--- config.mk ---
export PLATFORM = sky130hd
export DESIGN_NAME = icache_fill_fsm
export DESIGN_NICKNAME = d
export VERILOG_FILES = /design/src/rtl/cache_pkg.sv /design/src/rtl/fill_word_cnt.sv /design/src/rtl/icache_fill_fsm.sv
export SDC_FILE = /design/constraint.sdc
export NUM_CORES = 1
export LEC_CHECK = 0
export BUFFER_PORTS_ARGS = -buffer_cell sky130_fd_sc_hd__buf_2
export CORE_MARGIN = 1.5
export CORE_UTILIZATION = 37
export DETAILED_ROUTE_END_ITERATION = 10
export PLACE_DENSITY_LB_ADDON = 0.15
export SLEW_MARGIN = 20
export SYNTH_ARGS = -nofsm -noshare
export SYNTH_HDL_FRONTEND = slang
export SYNTH_SLANG_ARGS = --single-unit
--- constraint.sdc ---
create_clock -name clk -period 1.35 [get_ports clk]
set_input_delay 0.0675 -clock clk [delete_from_list [all_inputs] [get_ports clk]]
set_output_delay 0.0675 -clock clk [all_outputs]
set_load 0.1 [all_outputs]
--- src/rtl/cache_pkg.sv ---
// Shared cache fill definitions: geometry, fill state encoding and block address helpers.
// Also used by the D-cache fill engine.
package cache_pkg;

    localparam int unsigned ADDR_W      = 16;
    localparam int unsigned DATA_W      = 16;
    localparam int unsigned BLK_WORDS   = 8;
    localparam int unsigned BLOCK_BYTES = 16;
    localparam int unsigned OFFSET_W    = 4;
    localparam int unsigned WORD_IDX_W  = 3;
    localparam int unsigned CNT_W       = 4;
    localparam int unsigned BLK_ADDR_W  = ADDR_W - OFFSET_W;

    typedef enum logic {
        IDLE = 1'b0,
        FILL = 1'b1
    } fill_state_t;

    // Byte address of word word_idx within block blk; bits [3:0] never carry upward.
    function automatic logic [ADDR_W-1:0] word_addr(
        input logic [BLK_ADDR_W-1:0] blk,
        input logic [WORD_IDX_W-1:0] word_idx
    );
        return {blk, word_idx, 1'b0};
    endfunction

endpackage

--- src/rtl/fill_word_cnt.sv ---
// Word counter for block fills: sync reset/clear, count enable, terminal-count flag.
module fill_word_cnt
    import cache_pkg::*;
#(
    parameter int unsigned TERM = BLK_WORDS
) (
    input  logic             clk,
    input  logic             rst,
    input  logic             clr,
    input  logic             en,
    output logic [CNT_W-1:0] cnt,
    output logic             term_c
);

    always_ff @(posedge clk) begin
        if (rst || clr) begin
            cnt <= '0;
        end else if (en) begin
            cnt <= cnt + CNT_W'(1);
        end
    end

    assign term_c = (cnt == CNT_W'(TERM));

endmodule

--- src/rtl/icache_fill_fsm.sv ---
// I-cache miss fill engine: issues 8 pipelined word reads per block, streams returns
// into the data array, then writes the tag. Stalls fetch while the block is absent.
module icache_fill_fsm
    import cache_pkg::*;
(
    input  logic                  clk,
    input  logic                  rst,
    input  logic                  miss_detected,
    input  logic [ADDR_W-1:0]     miss_address,
    input  logic [DATA_W-1:0]     memory_data,
    input  logic                  memory_data_valid,
    output logic                  fsm_busy,
    output logic                  mem_enable,
    output logic [ADDR_W-1:0]     memory_address,
    output logic                  write_data_array,
    output logic [WORD_IDX_W-1:0] fill_offset,
    output logic [DATA_W-1:0]     fill_data,
    output logic                  write_tag_array
);

    fill_state_t           state;
    logic [BLK_ADDR_W-1:0] base_blk;
    logic [CNT_W-1:0]      issue_cnt;
    logic [CNT_W-1:0]      recv_cnt;
    logic                  issue_done;
    logic                  recv_last;
    logic                  in_fill;
    logic                  start_fill;
    logic                  unused_offset_bits;

    assign in_fill    = (state == FILL);
    assign start_fill = (state == IDLE) && miss_detected;

    // Only the block number is kept; the in-block offset of the miss is irrelevant.
    assign unused_offset_bits = ^miss_address[OFFSET_W-1:0];

    fill_word_cnt #(.TERM(BLK_WORDS)) u_issue_cnt (
        .clk    (clk),
        .rst    (rst),
        .clr    (start_fill),
        .en     (mem_enable),
        .cnt    (issue_cnt),
        .term_c (issue_done)
    );

    fill_word_cnt #(.TERM(BLK_WORDS - 1)) u_recv_cnt (
        .clk    (clk),
        .rst    (rst),
        .clr    (start_fill),
        .en     (write_data_array),
        .cnt    (recv_cnt),
        .term_c (recv_last)
    );

    // State and block base; misses seen during FILL are ignored.
    always_ff @(posedge clk) begin
        if (rst) begin
            state    <= IDLE;
            base_blk <= '0;
        end else begin
            case (state)
                IDLE: begin
                    if (miss_detected) begin
                        state    <= FILL;
                        base_blk <= miss_address[ADDR_W-1:OFFSET_W];
                    end
                end
                FILL: begin
                    if (write_tag_array) begin
                        state <= IDLE;
                    end
                end
                default: state <= IDLE;
            endcase
        end
    end

    // The miss cycle itself already stalls fetch.
    assign fsm_busy         = in_fill || miss_detected;
    assign mem_enable       = in_fill && !issue_done;
    assign memory_address   = in_fill ? word_addr(base_blk, issue_cnt[WORD_IDX_W-1:0]) : '0;
    assign write_data_array = in_fill && memory_data_valid;
    assign fill_offset      = write_data_array ? recv_cnt[WORD_IDX_W-1:0] : '0;
    assign fill_data        = write_data_array ? memory_data : '0;
    assign write_tag_array  = write_data_array && recv_last;

endmodule

==> impl_metrics.tcl, run 1 <==
set metrics [dict create \
    crit_path_end_kind "output pin" \
    finalMaxSlewViolations 0 \
    diodes 0 \
    port_buffers 69 \
    ir_worst_vdd_mv 1.09 \
    max_freq_mhz 683 \
    synth_edf_count 0 \
    wirelength_um 4830 \
    cts.sinks 21 \
    synth_area_um2 1120 \
    first_global_vias 1279 \
    grtUsageTotal 0.225 \
    final_common_cell "buf_12" \
    nets 271 \
    yosysSeqAreaShare 0.376 \
    violations "setup timing" \
    rsz0062_at_grt "true" \
    cp.required_ns 1.28 \
    antenna_left 0 \
    drc_errors 0 \
    dieArea_um2 3360 \
    hold_viol 0 \
    grt-ovfl-total 0 \
    cellPowerDensity_nw_per_um2 687 \
    synth_seq_cells 21 \
    critPathLaunchType "flip-flop" \
    worstPathMaxFanout 2 \
    drive_gt1_frac 0.623 \
    setup_ws_ns -0.115 \
    dp_slack_ns 0.0443 \
    clk_path_buf_depth 2 \
    clkTransAtPathRegs_ns 0.12 \
    grt_max_degree 27 \
    final-instance-count-excl-fill 262 \
    finalSetupViolations 8 \
    period_share 1.08 \
    syn_nets 181 \
    totalPowerFinal_mw 1.74 \
    cts-buffers-inserted 3 \
    drt-pass1-iter-count 6 \
    synth.largest_area_cell "dfxtp_1" \
    gp_congestion 0.799 \
    cts_tree "built" \
    die_y_um 58.0 \
    arrival_ns 1.40 \
    wl_per_cell_um 18.4 \
    synth_top_area_share 0.376 \
    fin_area_um2 2540 \
    core_um2 2810 \
    status "finished with violations" \
    critPathKind "reg -> out" \
    antenna_found_initial 0 \
    final_cell_mix "buf_12, buf_2, nand2_1, and3_4, dfxtp_1" \
    dpl.cell_count 237 \
    ios 75 \
    synth_warnings 0 \
    clkLatencyLatePin_ns 0.31 \
    drv_cap 0 \
    syn_area_per_cell_um2 7.87 \
    first_iter_violations 60 \
    initial_core_util 0.398 \
    setup_tns_ns -0.391 \
    dp_hpwl_um 2520 \
    async_flop_share 0 \
    ys_types 34 \
    route.detailed.vias_per_inst 5.45 \
    ys_dominant_reg_cell "dfxtp_1" \
    p_leak_nw 1.08 \
    period_needed_ns 1.46 \
    htreeDepth 1 \
    row_count 19 \
    synth.area.top_cells "dfxtp_1, and3_1, nand2_1" \
    die_x_um 58.0 \
    hp-class "in -> reg" \
    via_count 1427 \
    placed_cell_area_um2 2170 \
    grt_pass1_wl_um 5840 \
    syn_to_final_growth_pct 127 \
    syn_inst 142 \
    cts-root-buf "clkbuf_4" \
    fin_skew_ns 0.0128 \
]
==> timing repair <==
| action | 4_1_cts | 5_1_grt |
|---|---|---|
| endpoints found under the hold margin | 7 | 2 |
| resized for setup | 9 | 32 |
| setup endpoints to repair | 37 | 23 |
| buffers inserted | 6 | 4 |
| hold buffers | 7 | 2 |
| pin swaps | 3 | 18 |
| gates cloned | 0 | 3 |
==> critical path, cell delays in order, from the launching register on <==
cell and delay [ns]:
dfxtp_4 0.38, inv_4 0.04, ha_4 0.15, and3b_2 0.22
nor2_4 0.11, buf_12 0.18
==> logic make-up (layout without fill, tap and decap cells) <==
group	Yosys count	after routing	synth area share
AO/OA/AOI/OAI	19	19	0.105
XOR/XNOR	3	3	0.0235
adder cells (fa/ha/maj)	3	3	0.0336
buffers and inverters	14	103	0.0627
flip-flops	21	21	0.376
multiplexers	1	1	0.00896
other	1	1	0.00336
AND/OR/NAND/NOR	80	80	0.386
==> where the power goes <==
part	total [mW]	internal [mW]	switching, mW	leakage [nW]
clock	0.307	0.115	0.192	0.0150
sequential	0.673	0.647	0.0261	0.174
combinational	0.764	0.311	0.453	0.890
==> flip-flops by register name (all words and copies together) (netlist names) <==
register,count
u_issue_cnt.cnt,4
base_blk,12
in_fill,1
u_recv_cnt.cnt,4
==> per-stage QoR <==
stage                      util  hold WS, ns
after floorplan               -        0.137
after global routing      0.905       0.0156
after detailed placement  0.773        0.315
final                     0.905      0.00549
after global placement    0.773        0.309
after CTS                 0.829      0.00119
==> per-layer routing <==
metal / up-vias / share of wire / GRT usage
met1: 698 / 0.37 / 0.252
li1: 652 / - / -
met3: 20 / 0.041 / 0.0446
met2: 57 / 0.54 / 0.424
met4: 0 / 0.045 / 0.0698
met5: - / 0 / 0
==> path summary, 6_finish.rpt <==
check	to	start	cells past startpoint	slack [ns]
hold reg to reg	base_blk[6]$_SDFFE_PP0P_	base_blk[6]$_SDFFE_PP0P_	2	0.46
setup / recovery	mem_enable	u_issue_cnt.cnt[0]$_SDFFE_PP0P_	5	-0.11
hold / removal	base_blk[4]$_SDFFE_PP0P_	miss_address[8]	3	0.005
setup reg to reg	u_issue_cnt.cnt[1]$_SDFFE_PP0P_	u_issue_cnt.cnt[0]$_SDFFE_PP0P_	6	-0.01
==> final cells by class <==
class / count / area [um^2]
Inverter: 4 / 27.5
Clock buffer: 4 / 26.3
Timing Repair Buffer: 95 / 1210
Sequential cell: 21 / 432
Tap cell: 31 / 38.8
Fill cell: 121 / 267
Multi-Input combinational cell: 107 / 806
==> synth_stat cells (all sizes together) (2+ instances only) <==
library cell / count
a21oi: 15
and2: 14
and3: 19
and3b: 2
buf: 5
clkbuf: 5
dfxtp: 21
ha: 3
inv: 4
nand2: 28
nand2b: 2
nand3: 3
nor2: 6
xor2: 2
No activity file was read; power rests on OpenSTA's default activity.
==> inputs of run 2 (changes only) <==
Settings changed: ABC_AREA from default to 1, CORE_UTILIZATION 37 to 38.
==> impl_metrics.tcl, run 2 <==
set metrics [dict create \
    status "finished with violations" \
    violations "setup timing" \
    syn_inst 190 \
    clkPwrFrac 0.166 \
    wirelength_um 3380 \
    wl_per_cell_um 11.2 \
    syn_to_final_growth_pct 113 \
    core_um2 2830 \
    via_count 1396 \
    worstPathMaxFanout 17 \
    synth_edf_count 0 \
    htreeDepth 1 \
    period_needed_ns 1.36 \
    synth.area.top_cells "dfxtp_1, nor2_1, inv_1" \
    seqPwrFrac 0.387 \
    ios 75 \
    multiInputGateArea_um2 721 \
    critPathKind "reg -> out" \
    regMostFlops "base_blk" \
    gp_congestion 0.790 \
    drt-pass1-iter-count 4 \
    hp-class "in -> reg" \
    synth.most_common_cell "nor2_1" \
    cellPowerDensity_nw_per_um2 706 \
    finalSetupViolations 15 \
    initial_core_util 0.413 \
    p_switching_mw 0.710 \
    row_count 19 \
    antenna_found_initial 0 \
    setup_ws_ns -0.0110 \
    cts_tree "built" \
    drive_gt1_frac 0.519 \
    seqCellArea_um2 429 \
    share_comb_of_total_power 0.447 \
    internal_power_mw 1.05 \
    hold_depth 3 \
    critPathLaunchType "flip-flop" \
    die_x_um 58.5 \
    first_global_vias 1274 \
    synth.largest_area_cell "dfxtp_1" \
    syn_nets 229 \
    diodes 0 \
    cts.sinks 21 \
    final_cell_mix "buf_12, inv_1, buf_2, nor2_1, nand2_1" \
    finalMaxSlewViolations 0 \
    nets 310 \
    die_y_um 58.5 \
    grtUsageTotal 0.197 \
    final_common_cell "buf_12" \
    drc_errors 0 \
    first_iter_violations 21 \
    max_freq_mhz 735 \
    grt-ovfl-total 0 \
    totalPowerFinal_mw 1.76 \
    hold_viol 0 \
    cts-buffers-inserted 3 \
    clk_path_buf_depth 2 \
    cp.required_ns 1.28 \
    rr_worst_depth 5 \
    synth_warnings 0 \
    period_share 1.01 \
    clkLatencyLatePin_ns 0.29 \
    grt_pass1_wl_um 5310 \
    synth_top_area_share 0.360 \
    dpl.cell_count 288 \
    synth_area_um2 1170 \
    synth_seq_cells 21 \
    dp_hpwl_um 2630 \
    ys_types 19 \
    fillers 155 \
    crit_path_end_kind "output pin" \
    final-instance-count-excl-fill 301 \
    dieArea_um2 3420 \
    synth_common_cells "nor2_1, inv_1, nand2_1, dfxtp_1, o21ai_0" \
    drv_cap 0 \
    ir_worst_vdd_mv 0.785 \
    setup_tns_ns -0.0559 \
    syn_area_per_cell_um2 6.15 \
    fin_skew_ns 0.00253 \
    antenna_left 0 \
    grt_max_degree 18 \
    ys_dominant_reg_cell "dfxtp_1" \
    async_flop_share 0 \
    p_leak_nw 1.13 \
    p_sw_frac 0.404 \
    largest_register_ffs 12 \
    clkTransAtPathRegs_ns 0.11 \
    rsz0062_at_grt "true" \
    dp_slack_ns 0.149 \
    yosysSeqAreaShare 0.360 \
    largestRegisters "base_blk: 12 flops, u_issue_cnt.cnt: 4 flops, u_recv_cnt.cnt: 4 flops" \
    cts-root-buf "clkbuf_4" \
    route.detailed.vias_per_inst 4.64 \
    arrival_ns 1.29 \
    port_buffers 69 \
]
[run 2: cells by family (layout without fill, tap and decap cells)]
family	after synthesis	count (layout)	synth area share
adders and majority gates	3	3	0.0321
buffers and inverters	54	134	0.201
AOI/OAI and AO/OA	19	19	0.0814
other	1	1	0.00321
DFF	21	21	0.360
and+or+nand+nor	92	92	0.322
[run 2: power groups by stage]
stage                     Sequential, mW  Combinational, mW  Clock [mW]
after global placement             0.690              0.745           0
after detailed placement           0.692              0.757           0
after CTS                          0.678              0.779       0.299
after floorplan                    0.686              0.502           0
after global routing               0.686              0.824       0.323
final                              0.680              0.785       0.292
[run 2: final cells by class]
| cell class | instances | area share |
|---|---|---|
| multi-input cells | 115 | 0.289 |
| repair buffers | 84 | 0.420 |
| inverters | 46 | 0.0925 |
| well taps | 31 | 0.0156 |
| clock buffers | 4 | 0.0106 |
| flip-flops and latches | 21 | 0.172 |
[run 2: final timing paths]
path | startpoint | to | slack [ns]
worst min-delay path | miss_address[4] | base_blk[0]$_SDFFE_PP0P_ | 0.02
worst min register to register | base_blk[7]$_SDFFE_PP0P_ | base_blk[7]$_SDFFE_PP0P_ | 0.49
worst max-delay path | in_fill$_SDFF_PP0_ | fill_data[6] | -0.01
worst max register to register | in_fill$_SDFF_PP0_ | base_blk[10]$_SDFFE_PP0P_ | 0.18
[run 2: through the flow]
step	utilization	cell area [um^2]	hold slack (ns)
after floorplan	-	1390	0.232
after global placement	0.826	2340	0.319
after detailed placement	0.826	2340	0.324
after CTS	0.872	2470	0.0152
after global routing	0.880	2490	0.0457
final	0.880	2490	0.0195
[run 2: what timing repair did]
action | CTS | global route
pin swaps | 6 | 2
hold buffers | 0 | 0
setup endpoints to repair | 25 | 32
gates cloned | 0 | 0
gates resized for setup | 15 | 6
endpoints found under the hold margin | 0 | 0
setup buffers | 8 | 1
[run 2: metal layers]
layer | up-vias | part of all wire | wire (um) | global-route usage
li1 | 712 | - | - | -
met1 | 613 | 0.37 | 1270 | 0.223
met2 | 65 | 0.53 | 1790 | 0.377
met3 | 6 | 0.083 | 282 | 0.0418
met4 | 0 | 0.014 | 46 | 0.0399
met5 | - | 0 | 0 | 0
[run 2: worst max-delay path, cell delays in order, from the launching register on]
cell and delay [ns]:
dfxtp_4 0.41, nand2_8 0.09, buf_12 0.19, nor2_4 0.12, buf_12 0.18
